[src/rtl/fetch_unit_if.sv]
// rtl/fetch_unit_if.sv - fetch stage bus bundle: imem, predictor, redirect and ID handshake
interface fetch_unit_if;
  logic        imem_req;
  logic [63:0] imem_addr;
  logic [31:0] imem_rdata;
  logic        fetch_valid;
  logic [63:0] fetch_pc;
  logic [31:0] fetch_instr;
  logic [63:0] predicted_pc;
  logic        redirect;
  logic [63:0] redirect_pc;
  logic        id_valid;
  logic [63:0] id_pc;
  logic [31:0] id_instr;
  logic        id_ready;

  modport master (
    output imem_req, imem_addr, fetch_valid, fetch_pc, fetch_instr,
           id_valid, id_pc, id_instr,
    input  imem_rdata, predicted_pc, redirect, redirect_pc, id_ready
  );

  modport slave (
    input  imem_req, imem_addr, fetch_valid, fetch_pc, fetch_instr,
           id_valid, id_pc, id_instr,
    output imem_rdata, predicted_pc, redirect, redirect_pc, id_ready
  );
endinterface

[src/rtl/fetch_unit.sv]
// rtl/fetch_unit.sv - instruction fetch stage with predictor hookup, redirect flush and ID queue
module fetch_unit #(
  parameter logic [63:0] RESET_PC = 64'h0,
  parameter int          DEPTH    = 2
) (
  input  logic         clk,
  input  logic         rst,
  fetch_unit_if.master bus
);
  localparam int AW = $clog2(DEPTH);
  localparam int CW = AW + 2;

  logic [63:0] pc_r;
  logic [63:0] resp_pc;
  logic        resp_valid;
  logic [CW-1:0] count;
  logic [AW-1:0] head;
  logic [AW-1:0] tail;
  logic [63:0] q_pc    [DEPTH];
  logic [31:0] q_instr [DEPTH];

  logic [63:0]   next_addr;
  logic [CW-1:0] credit;
  logic          pop;
  logic          push;

  assign bus.id_valid    = ~rst & (count != '0);
  assign bus.id_pc       = q_pc[head];
  assign bus.id_instr    = q_instr[head];
  assign bus.fetch_valid = ~rst & push;
  assign bus.fetch_pc    = resp_pc;
  assign bus.fetch_instr = bus.imem_rdata;
  assign bus.imem_addr   = next_addr;

  // Credit counts queued entries plus the response still in flight, so a
  // request is only issued when its response is guaranteed a slot.
  always_comb begin
    pop       = bus.id_valid & bus.id_ready;
    push      = resp_valid & ~bus.redirect;
    next_addr = bus.redirect ? bus.redirect_pc : (resp_valid ? bus.predicted_pc : pc_r);
    credit    = count + CW'(resp_valid) - CW'(pop);
    bus.imem_req = ~rst & (bus.redirect | (credit < CW'(DEPTH)));
  end

  always_ff @(posedge clk) begin
    if (rst) begin
      pc_r       <= RESET_PC;
      resp_pc    <= RESET_PC;
      resp_valid <= 1'b0;
      count      <= '0;
      head       <= '0;
      tail       <= '0;
    end else begin
      pc_r       <= next_addr;
      resp_pc    <= next_addr;
      resp_valid <= bus.imem_req;
      if (bus.redirect) begin
        count <= '0;
        head  <= '0;
        tail  <= '0;
      end else begin
        if (push) tail <= tail + AW'(1);
        if (pop)  head <= head + AW'(1);
        count <= count + CW'(push) - CW'(pop);
      end
    end
  end

  always_ff @(posedge clk) begin
    if (!rst && push) begin
      q_pc[tail]    <= resp_pc;
      q_instr[tail] <= bus.imem_rdata;
    end
  end
endmodule

[src/flat_wrapper.sv]
// flat-port wrapper written by rule: the top's interface ports become plain ports
module fetch_unit_flat 
#(
  parameter logic [63:0] RESET_PC = 64'h0,
  parameter int          DEPTH    = 2
)
  (clk, rst, bus_imem_req, bus_imem_addr, bus_fetch_valid, bus_fetch_pc, bus_fetch_instr, bus_id_valid, bus_id_pc, bus_id_instr, bus_imem_rdata, bus_predicted_pc, bus_redirect, bus_redirect_pc, bus_id_ready);
  fetch_unit_if bus_i ();
  input  logic clk;
  input  logic rst;
  output wire logic [$bits(bus_i.imem_req)-1:0] bus_imem_req;
  output wire logic [$bits(bus_i.imem_addr)-1:0] bus_imem_addr;
  output wire logic [$bits(bus_i.fetch_valid)-1:0] bus_fetch_valid;
  output wire logic [$bits(bus_i.fetch_pc)-1:0] bus_fetch_pc;
  output wire logic [$bits(bus_i.fetch_instr)-1:0] bus_fetch_instr;
  output wire logic [$bits(bus_i.id_valid)-1:0] bus_id_valid;
  output wire logic [$bits(bus_i.id_pc)-1:0] bus_id_pc;
  output wire logic [$bits(bus_i.id_instr)-1:0] bus_id_instr;
  input wire logic [$bits(bus_i.imem_rdata)-1:0] bus_imem_rdata;
  input wire logic [$bits(bus_i.predicted_pc)-1:0] bus_predicted_pc;
  input wire logic [$bits(bus_i.redirect)-1:0] bus_redirect;
  input wire logic [$bits(bus_i.redirect_pc)-1:0] bus_redirect_pc;
  input wire logic [$bits(bus_i.id_ready)-1:0] bus_id_ready;
  assign bus_imem_req = bus_i.imem_req;
  assign bus_imem_addr = bus_i.imem_addr;
  assign bus_fetch_valid = bus_i.fetch_valid;
  assign bus_fetch_pc = bus_i.fetch_pc;
  assign bus_fetch_instr = bus_i.fetch_instr;
  assign bus_id_valid = bus_i.id_valid;
  assign bus_id_pc = bus_i.id_pc;
  assign bus_id_instr = bus_i.id_instr;
  assign bus_i.imem_rdata = bus_imem_rdata;
  assign bus_i.predicted_pc = bus_predicted_pc;
  assign bus_i.redirect = bus_redirect;
  assign bus_i.redirect_pc = bus_redirect_pc;
  assign bus_i.id_ready = bus_id_ready;
  fetch_unit #(.RESET_PC(RESET_PC), .DEPTH(DEPTH)) u_core (.clk(clk), .rst(rst), .bus(bus_i));
endmodule
[config.mk]
export PLATFORM = sky130hd
export DESIGN_NAME = fetch_unit_flat
export DESIGN_NICKNAME = d
export VERILOG_FILES = /design/src/rtl/fetch_unit_if.sv /design/src/rtl/fetch_unit.sv /design/src/flat_wrapper.sv
export SDC_FILE = /design/constraint.sdc
export NUM_CORES = 1
export LEC_CHECK = 0
export ABC_AREA = 1
export ABC_CLOCK_PERIOD_IN_PS = 7000
export BUFFER_PORTS_ARGS = -buffer_cell sky130_fd_sc_hd__buf_4
export CORE_ASPECT_RATIO = 0.9
export CORE_MARGIN = 2
export CORE_UTILIZATION = 30
export CTS_CLUSTER_DIAMETER = 60
export DETAILED_ROUTE_END_ITERATION = 10
export GPL_ROUTABILITY_DRIVEN = 0
export SLEW_MARGIN = 15
export SYNTH_ARGS = -nofsm -noshare
export SYNTH_HDL_FRONTEND = slang
export SYNTH_SLANG_ARGS = --single-unit
export TNS_END_PERCENT = 100
[constraint.sdc]
create_clock -name clk -period 7 [get_ports clk]
set_input_delay 1.75 -clock clk [delete_from_list [all_inputs] [get_ports clk]]
set_output_delay 1.75 -clock clk [all_outputs]
set_load 0.01 [all_outputs]
==> metrics.md <==
| Metric | Value |
|---|---|
| Residual DRC | `0` |
| Setup Crit Path Kind | `in2out` |
| Starting DRT DRC Count | `310` |
| Synthesized cell area | `10,800 µm²` |
| Total Routing Usage GR | `between 10% and 20%` |
| Via count | `7,513` |
| WL met2 | `13,700 µm` |
| Worst min-delay path category | `reg2reg` |
| Clk sinks | `263` |
| Max Clock Freq | `approximately 200 MHz` |
| Area delta synth->final | `38.5%` |
| Max Transition Viols Final | `0` |
| Status | `finished clean` |
| I/O pins | `around 420` |
| Post-CTS Setup Inserts | `0` |
| Top routing layer used | `met4` |
| Core area | `35,200 µm²` |
| DIE WIDTH | `204 µm` |
| Final Hold Viols | `0` |
| Final worst slack | `between 1.5 and 2 ns` |
| Most common cell after layout, fill and taps aside | `buf_4` |
| DR WL met3 | `2000 µm` |
| Vias in the first global route | `7,327` |
| Pre-CTS setup slack | `1.89 ns` |
| Post-cts resize count | `0` |
| First-pass GRT wire length | `42,500 µm` |
| Post-synthesis sequential area ratio | `approximately 67%` |
| CP max stage delay | `0.42 ns` |
| Die ar. | `37,500 µm²` |
| Synth warn | `0` |
| Crit path DAT | `3.34 ns` |
| Htree depth | `1` |
| Drt via density | `4.46` |
| LEAKAGE | `5.97 nW` |
| Final period util | `roughly 73%` |
| Worst Setup SP | `rst` |
| Largest net degree at the start of global routing | `67` |
| Max cap viols | `0` |
| Most frequent cells in the layout | `buf_4, edfxtp_1, a21oi_1, nand2_1, nor2_1` |
| Slew at the pin closest to its max-slew limit | `0.912 ns` |
| PD cells | `241 nW/µm²` |
| Final wirelength | `28,300 µm` |
| Syn_nets | `979` |
| Relative slew slack | `39.2%` |
| Worst path cell trace | `buf_4, inv_2, nand3_1, inv_1, ha_1, nor2_1, fa_1, inv_1, nand3_1, a21oi_1, buf_4` |
| Maximum vdd drop | `0.000156 V` |
| Setup_tns | `0 ns` |
| RSZ-0062 raised after global routing | `no` |
| Mean Syn Cell Area | `13.3 µm²` |
| Crit-path slowest cell | `fa_1` |
| Hold path start | `u_core.pc_r[13]` |
| Remaining Overflow, GRT | `0` |
| First-pass detailed-route iteration total | `4` |
| Initial Utilization | `between 30% and 40%` |
| Vert. Die Dim | `184 µm` |
| CP required | `5.25 ns` |
| CTS clk-pin slew, worst paths | `about 0.060 ns` |
| I/O Buffers | `~420` |
| Distinct cells, synth | `23` |
| Cells after Synth | `810` |
| Critical path capture point type | `output pin` |
| Yosys reg bits | `263` |
| Clock skew | `0.0126 ns` |
| Post-DRT Antenna Nets | `0` |
| Ant diodes | `0` |
| # hold bufs at CTS | `0` |
| Routed wire per std cell | `16.8 µm` |
| Cell Area, Placed | `14,100 µm²` |
| Layout cells sized above 1 | `between 40 and 50%` |
| CTS Buffer Depth | `3` |
| CTS tree | `built` |
| Final nets | `1,362` |
| Worst-path maximum fanout | `5` |
| Initial antenna violation count | `0` |
| Dpl hpwl | `19,100 µm` |
| Crit path buf inv count | `5` |
| FF-to-FF Start | `u_core.resp_valid` |
| Setup Viol. Count Final | `0` |
| Num rows | `65` |
| Min Tclk post-route | `around 5.1 ns` |
| Post-route cell area | `around 15,000 µm²` |
| Routed met1 length | `11,900 µm` |
| Startpoint class of the critical path | `primary input` |
| Delay-heaviest family, CP | `adder cells` |
| Filler instances | `roughly 3,300` |
| Total power | `3.61 mW` |
| Num CTS Buffers | `27` |
| Post-layout utilization of the core | `42.4%` |
| Clock Latency Late Sink | `approximately 0.53 ns` |
| Clock root buffer master | `clkbuf_16` |
==> state kept, by name (all words and copies together), names as in the netlist, named ones only <==
register,cells
u_core.count,3
u_core.resp_valid,1
u_core.q_instr,64
u_core.tail,1
u_core.head,1
u_core.q_pc,128
u_core.pc_r,64
==> final cells by class <==
cell class | count | area [µm²] | share of cell area (%)
multi-input cells | 452 | 3020 | 20.2
repair buffers | 432 | 3240 | 21.7
inverters | 17 | 63.8 | 0.427
clock inverters | 8 | 55.1 | 0.368
clock buffers | 42 | 782 | 5.23
flip-flops and latches | 263 | 7190 | 48.1
well taps | 469 | 587 | 3.93
==> synth_stat cells <==
library cell  count  area (µm²)
ha_1              3        37.5
buf_4            49         368
clkbuf_4          1        7.51
nor2_1           74         278
buf_2            15        75.1
mux2_2           56         631
o21ai_1           1        5.00
inv_1            14        52.6
and2_1           64         400
a21oi_2          50         438
dfxtp_1          71        1420
buf_6             5        56.3
edfxtp_1        192        5770
nand3_1           4        20.0
o21ai_0           1        5.00
fa_1              2        40.0
inv_2             3        11.3
a21oi_1          82         410
nand2_1          73         274
nand3b_1          1        7.51
mux2_1           40         450
clkbuf_1          8        30.0
nand4_1           1        6.26
==> path summary, 6_finish.rpt <==
kind,slack (ns),endpoint,cells past startpoint
max,1.91,bus_imem_req,11
min,0.48,u_core.q_pc[0][13],0
max reg2reg,4.39,u_core.q_pc[0][5],4
min reg2reg,0.48,u_core.q_pc[0][13],0
==> logic make-up after synthesis <==
| family | share of synthesized area (%) |
|---|---|
| AOI/OAI and AO/OA | 7.95 |
| and+or+nand+nor | 9.14 |
| DFF | 66.6 |
| adders and majority gates | 0.719 |
| buffers and inverters | 5.57 |
| muxes | 10.0 |
==> metal layers <==
layer | track usage (%) | up-vias
met1 | 18.3 | 3599
met3 | 3.30 | 37
met5 | 0 | -
met4 | 3.68 | 0
met2 | 24.7 | 286
li1 | - | 3591
==> stage by stage <==
step                      cells  hold slack (ns)
after detailed placement   1633            0.465
after global placement     1633            0.464
after CTS                  1683            0.480
final                      1683            0.477
after global routing       1683            0.502
after floorplan             810            0.453
==> power breakdown <==
group / internal, mW / switching [mW]
Combinational: 0.246 / 0.245
Sequential: 1.74 / 0.0420
Clock: 0.770 / 0.565
(Power assumes the default switching activity.)
